--- src/rtl/reset_sequencer.sv ---
// Central reset controller: merges PLL lock loss, button, software and watchdog requests,
// holds all resets, then releases NUM_STAGES outputs in order. Watchdog: define CHISELWATT_WATCHDOG_EN.
module reset_sequencer #(
  parameter int NUM_STAGES        = 2,
  parameter int HOLD_CYCLES       = 4194303,
  parameter int STAGE_GAP         = 16,
  parameter int DEBOUNCE_CYCLES   = 65536,
  parameter int BUTTON_ACTIVE_LOW = 1,
  parameter int WDT_CYCLES        = 16777216
) (
  input  logic                  clock,
  input  logic                  reset,
  input  logic                  io_lock,
  input  logic                  io_button,
  input  logic                  io_swReset,
  input  logic                  io_wdKick,
  output logic [NUM_STAGES-1:0] io_resetOut,
  output logic                  io_ready,
  output logic [4:0]            io_cause
);

  localparam int HW = $clog2(HOLD_CYCLES + 1);
  localparam int GW = $clog2(STAGE_GAP + 1);
  localparam int DW = $clog2(DEBOUNCE_CYCLES + 1);
  localparam int SW = (NUM_STAGES > 1) ? $clog2(NUM_STAGES) : 1;

  localparam logic [HW-1:0] HOLD_LOAD    = HW'(HOLD_CYCLES);
  localparam logic [GW-1:0] GAP_LOAD     = GW'(STAGE_GAP - 1);
  localparam logic [DW-1:0] DEB_LAST     = DW'(DEBOUNCE_CYCLES - 1);
  // stage_idx is the most recently released stage; this value means the next release is the last
  localparam logic [SW-1:0] LAST_GAP_IDX = SW'(NUM_STAGES - 2);

  typedef enum logic [1:0] {
    ST_ASSERT  = 2'd0,
    ST_RELEASE = 2'd1,
    ST_RUN     = 2'd2
  } state_t;

  state_t                  state_q;
  state_t                  state_d;
  logic [HW-1:0]           hold_cnt;
  logic [GW-1:0]           gap_cnt;
  logic [SW-1:0]           stage_idx;
  logic [1:0]              lock_ff;
  logic [1:0]              button_ff;
  logic                    lock_sync;
  logic                    button_pressed_sync;
  logic                    deb_q;
  logic [DW-1:0]           deb_cnt;
  logic                    wdt_expire;
  logic [4:0]              cause_bits;
  logic                    trig;
  logic [NUM_STAGES-1:0]   reset_out_d;
  logic                    ready_d;
  logic [4:0]              cause_d;

  // Synchronisers carry no reset so they are already filled with live input values when reset drops
  always_ff @(posedge clock) begin
    lock_ff   <= {lock_ff[0], io_lock};
    button_ff <= {button_ff[0], io_button};
  end

  assign lock_sync           = lock_ff[1];
  assign button_pressed_sync = (BUTTON_ACTIVE_LOW != 0) ? ~button_ff[1] : button_ff[1];

  always_ff @(posedge clock) begin
    if (reset) begin
      deb_q   <= 1'b0;
      deb_cnt <= '0;
    end else if (button_pressed_sync == deb_q) begin
      deb_cnt <= '0;
    end else if (deb_cnt == DEB_LAST) begin
      deb_q   <= ~deb_q;
      deb_cnt <= '0;
    end else begin
      deb_cnt <= deb_cnt + 1'b1;
    end
  end

`ifdef CHISELWATT_WATCHDOG_EN
  localparam int WW = $clog2(WDT_CYCLES + 1);
  localparam logic [WW-1:0] WDT_LOAD = WW'(WDT_CYCLES);

  logic [WW-1:0] wdt_cnt;

  // Held at the load value outside RUN, which gives a fresh count on every entry to RUN
  always_ff @(posedge clock) begin
    if (reset) begin
      wdt_cnt <= WDT_LOAD;
    end else if (state_q != ST_RUN || io_wdKick) begin
      wdt_cnt <= WDT_LOAD;
    end else if (wdt_cnt != '0) begin
      wdt_cnt <= wdt_cnt - 1'b1;
    end
  end

  assign wdt_expire = (state_q == ST_RUN) && (wdt_cnt == '0);
`else
  localparam int unused_wdt_cycles = WDT_CYCLES;
  logic unused_wdkick;
  assign unused_wdkick = io_wdKick;
  assign wdt_expire    = 1'b0;
`endif

  assign cause_bits = {wdt_expire, io_swReset, deb_q, ~lock_sync, 1'b0};
  assign trig       = |cause_bits;

  always_ff @(posedge clock) begin
    if (reset) begin
      hold_cnt  <= HOLD_LOAD;
      gap_cnt   <= GAP_LOAD;
      stage_idx <= '0;
    end else begin
      if (trig) begin
        hold_cnt <= HOLD_LOAD;
      end else if (state_q == ST_ASSERT && hold_cnt != '0) begin
        hold_cnt <= hold_cnt - 1'b1;
      end

      if (state_q != ST_RELEASE) begin
        gap_cnt   <= GAP_LOAD;
        stage_idx <= '0;
      end else if (gap_cnt != '0) begin
        gap_cnt <= gap_cnt - 1'b1;
      end else begin
        gap_cnt <= GAP_LOAD;
        if (stage_idx != LAST_GAP_IDX) begin
          stage_idx <= stage_idx + 1'b1;
        end
      end
    end
  end

  always_ff @(posedge clock) begin
    if (reset) begin
      state_q     <= ST_ASSERT;
      io_resetOut <= '1;
      io_ready    <= 1'b0;
      io_cause    <= 5'b00001;
    end else begin
      state_q     <= state_d;
      io_resetOut <= reset_out_d;
      io_ready    <= ready_d;
      io_cause    <= cause_d;
    end
  end

  always_comb begin
    state_d = state_q;
    if (trig) begin
      state_d = ST_ASSERT;
    end else begin
      case (state_q)
        ST_ASSERT: begin
          if (hold_cnt == '0) begin
            state_d = (NUM_STAGES == 1) ? ST_RUN : ST_RELEASE;
          end
        end
        ST_RELEASE: begin
          if (gap_cnt == '0 && stage_idx == LAST_GAP_IDX) begin
            state_d = ST_RUN;
          end
        end
        ST_RUN:  state_d = ST_RUN;
        default: state_d = ST_ASSERT;
      endcase
    end
  end

  // Next values of the output flops; a trig outside ASSERT starts a fresh cause record
  always_comb begin
    reset_out_d = io_resetOut;
    ready_d     = io_ready;
    cause_d     = io_cause;
    if (trig) begin
      reset_out_d = '1;
      ready_d     = 1'b0;
      cause_d     = (state_q == ST_ASSERT) ? (io_cause | cause_bits) : cause_bits;
    end else begin
      case (state_q)
        ST_ASSERT: begin
          reset_out_d = '1;
          if (hold_cnt == '0) begin
            reset_out_d[0] = 1'b0;
            if (NUM_STAGES == 1) begin
              ready_d = 1'b1;
            end
          end
        end
        ST_RELEASE: begin
          if (gap_cnt == '0) begin
            for (int i = 0; i < NUM_STAGES; i++) begin
              if (i <= int'(stage_idx) + 1) begin
                reset_out_d[i] = 1'b0;
              end
            end
            if (stage_idx == LAST_GAP_IDX) begin
              ready_d = 1'b1;
            end
          end
        end
        ST_RUN: begin
          reset_out_d = '0;
          ready_d     = 1'b1;
        end
        default: begin
          reset_out_d = '1;
          ready_d     = 1'b0;
        end
      endcase
    end
  end

endmodule

--- config.mk ---
export PLATFORM = sky130hd
export DESIGN_NAME = reset_sequencer
export DESIGN_NICKNAME = d
export VERILOG_FILES = /design/src/rtl/reset_sequencer.sv
export SDC_FILE = /design/constraint.sdc
export NUM_CORES = 1
export LEC_CHECK = 0
export BUFFER_PORTS_ARGS = -buffer_cell sky130_fd_sc_hd__clkbuf_2
export CORE_ASPECT_RATIO = 1.4
export CORE_UTILIZATION = 35
export DETAILED_ROUTE_END_ITERATION = 12
export GPL_TIMING_DRIVEN = 0
export SLEW_MARGIN = 20
export SYNTH_ARGS = -nofsm -noshare
export SYNTH_HDL_FRONTEND = slang
export SYNTH_SLANG_ARGS = --single-unit
--- constraint.sdc ---
create_clock -name clock -period 4.9 [get_ports clock]
set_input_delay 1.225 -clock clock [delete_from_list [all_inputs] [get_ports clock]]
set_output_delay 1.225 -clock clock [all_outputs]
set_load 0.05 [all_outputs]
# Yosys cells after proc, flatten, opt, wreduce, memory -nomap -nowiden
# Cells that the tools add are included.
# Widths: inputs -> output; s select.
# classes
muxes,13
n_eq_ne,11
order_cmp,2
addsub,5
reduce_logical,17
bitwise_logic,8
# op_table
cell,count
$le 1x32->1 const A,1
$logic_not 22->1,1
$reduce_bool 22->1,1
$sub 22x1->22 const B,1
$add 17x1->17 const B,1
$eq 17x16->1 const B,1
$pmux 2 s3,2
$ne 2x2->1 const B,5
$reduce_or 3->1,3
$reduce_and 2->1,4
$not 1->1,7
$mux 1,6
$mux 2,3
$logic_not 5->1,1
$mux 5,1
$or 5x4->5,1
$reduce_bool 5->1,1
$sub 5x1->5 const B,1
$ne 2x1->1 const B,2
$reduce_or 4->1,1
$pmux 1 s3,1
$reduce_and 3->1,1
$add 1x1->2 const B,1
$eq 2x1->1 const B,1
7 further kinds,8
# totals
ff_bits,60
in_bits,6
wordCells,68
output_inout_bits,8

# Longest topological paths before layout
# depth
word_depth,5
ltp_mapped,8
depth_no_buf,6

# Worst setup path after synthesis
# Ideal clock, no wire load.
# synth_path
path_kind,input to register
start,in reset
end,reg hold_cnt[16]
stages,5
t_arrival_ns,2.470
required_ns,4.771
path_buffers,2
slack_ns,2.300
setup_time_ns,0.129
path_cell_list,clkbuf_1 -> nor4b_1 -> clkbuf_1 -> and2_1 -> mux2i_1
# synth_via
elab_chain_len,1
# synth_rtl
element,line,rtl
from (decl),12,"input logic reset,"
$reduce_or 4->1 (no line),--,
to (signal assigned),117,hold_cnt <= hold_cnt - 1'b1;
to (decl),41,logic [HW-1:0] hold_cnt;
# Every way passes these cells.
# A chain may end at the register's enable or synchronous reset.

# Worst setup path in the final report
# layout_path
start,in reset
end,reg hold_cnt[21]
# Same word-level chain as after synthesis.

==> results.cfg <==
[worst_setup_path]
cp-end-kind = flop
crit_fanout = 10
critical_path_required_ps = 5130
worst-setup-path-type = primary input to flop
startpoint_type = primary input
worstPathArrival_ps = 2720

[floorplan]
die_h_um = 106
row_count = 37
fp.coreArea_um2 = 7410
die_width_um = 76.3
initial_core_util_pct = 36.5
io-pin-count = 14
die-area_um2 = 8090

[place]
placed_cells = 414
hpwl_mm = 3.75
place.port_buffers = 10
place.gp.congestion = 0.793

[clock_network]
ctsResizeCount = 0
clock_path_buffers = 2
clk_pin_slew_ps = 70
cts.sinks = 58
ctsRootBufferMaster = clkbuf_8
hold_buffers = 0
cts_tree = done
clk_latency_ps = 340
htreeDepth = 3
cts_buffers = 9
cts_setup_buffers = 0

[layout]
fin_nets = 344
synthToLayoutAreaGrowth_pct = 14.1
layout-drive-gt1-share_pct = 12.0
final_cells = 430
antenna_cells = 0
mostFrequentLayoutCell = dfxtp_1
layout_common_cells = 58 x dfxtp_1, 36 x nor2_1, 22 x nand2_1

[pwr]
pwr-share-seq_pct = 50.2
internal_power_uw = 732
p_leak_uw = 0.00107
vdd_ir_drop_max_mv = 0.155
p_sw_uw = 220
total_power_uw = 952
pwr-share-clk_pct = 47.0
cellPowerDensity_nw_per_um2 = 309
p_comb_share_pct = 2.8
p_sw_share_pct = 23.1

[sta]
post-route-period-util_pct = 51.0
tightest_slew_ps = 616
rsz0062_at_grt = false
fin_skew_ps = 8.42
tns_ps = 0
hold_viol = 0
relSlewSlack_pct = 58.4
slew_viol_final = 0
setup_viol = 0
fmaxAchievable_mhz = 400
fin_crit_ps = 2500

[global_routing]
antenna_found_initial = 0
grt.overflow.total = 0
grt_first_pass_wirelength_mm = 9.03
grt_max_degree = 12
grtUsageTotal_pct = 14.3
grt_pass1_vias = 2034

[synth]
yosys.area.top_type = dfxtp_1
synth-seq-cells = 58
yosysWarnings = 0
synth_top_area_share_pct = 42.9
yosys-top-cells-area = dfxtp_1 43%, nor2_1 5.0%, ha_1 4.6%, mux2i_1 4.4%, xnor2_1 3.2%
syn_area_per_cell_um2 = 8.81
syn_inst = 307
synth_cell_types = 44
yosysSeqAreaShare_pct = 42.9
syn_area_um2 = 2700
syn-num-nets = 323

[detailed_routing]
drcViolationCount = 0
drt_iter0_markers = 82
final_antenna_net_count = 0
route.detailed.wl_per_inst_um = 12.4
via_per_inst = 5.07
vias = 2181
dr.pass1.iters = 4
wl_mm = 5.33

[job]
maxCapViolCount = 0

[status]
status = finished clean

[hold_path]
hold_path.class = flop to flop
==> power by group through the flow <==
stage / logic [uW] / registers, uW / clock network, uW
6_report: 26.9 / 478 / 447
5_1_grt: 29.7 / 478 / 486
4_1_cts: 27.1 / 478 / 462
3_5_place_dp: 27.0 / 489 / 0
3_3_place_gp: 26.7 / 488 / 0
2_1_floorplan: 15.9 / 492 / 0
==> worst paths after layout <==
kind	startpoint	end	slack (ps)	depth (start not counted)
worst max-delay path	reset	hold_cnt[21]	2400	5
worst min-delay path	button_ff[0]	button_ff[1]	330	0
worst max register to register	deb_cnt[9]	deb_cnt[14]	2470	8
worst min register to register	button_ff[0]	button_ff[1]	330	0
==> cells in the mapped netlist (all sizes together) <==
cell type / number
a31o: 1
a311oi: 1
nor2: 36
a21o: 1
nand4: 7
o21ai: 10
and4: 3
nand2: 22
o31ai: 8
buf: 5
nand3b: 1
ha: 10
nand4bb: 1
or4: 7
nand2b: 4
o211ai: 3
dfxtp: 58
nor4b: 3
xor2: 6
o41ai: 1
nand3: 14
nor4: 10
and2: 9
and4bb: 1
a21oi: 9
conb: 1
nor3b: 2
mux2i: 12
a41oi: 1
clkbuf: 7
inv: 17
nor2b: 1
nor3: 11
a31oi: 1
xnor2: 10
a211oi: 6
or3: 7
==> cell families after synthesis <==
logic type               Yosys count  synth area share, %
AO/OA/AOI/OAI                     42                 10.0
multiplexers                      12                 4.44
buffers and inverters             29                 4.67
adder cells (fa/ha/maj)           10                 4.63
flip-flops                        58                 42.9
AND/OR/NAND/NOR                  139                 28.0
XOR/XNOR                          16                 5.18
other                              1                0.139
==> critical path, stage by stage <==
cell      delay [ps]
clkbuf_1         210
nor4b_2          610
clkbuf_1         420
and2_1           190
mux2i_1           60
==> state kept, by name, indices dropped and copies added, names as in the netlist <==
| register | cells |
|---|---|
| hold_cnt | 22 |
| lock_ff | 2 |
| button_ff | 2 |
| deb_cnt | 17 |
| state_q | 2 |
| io_cause | 4 |
| deb_q | 1 |
| gap_cnt | 5 |
| io_resetOut | 2 |
| io_ready | 1 |
==> routing by layer <==
metal | part of all wire (%) | GRT usage (%)
met5 | 0 | 0
met4 | 2.4 | 8.52
met3 | 2.0 | 3.43
met2 | 52 | 25.5
met1 | 44 | 15.0
==> per-stage QoR <==
step	setup WS (ps)	cell area, um^2	hold slack (ps)	utilization (%)
after floorplan	2300	2700	310	-
after global placement	1670	2880	312	38.8
after detailed placement	1660	2880	318	38.8
after CTS	2020	3080	336	41.6
after global routing	2220	3090	338	41.7
final	2400	3090	332	41.7
==> final cells by class <==
type / count / area (um^2)
clock buffers: 10 / 138
repair buffers: 10 / 50.0
plain buffers: 12 / 62.6
clock inverters: 6 / 66.3
fillers: 763 / 4320
well taps: 97 / 121
flip-flops and latches: 58 / 1160
inverters: 17 / 63.8
multi-input cells: 220 / 1420
Power figures use the tool's default switching activity.
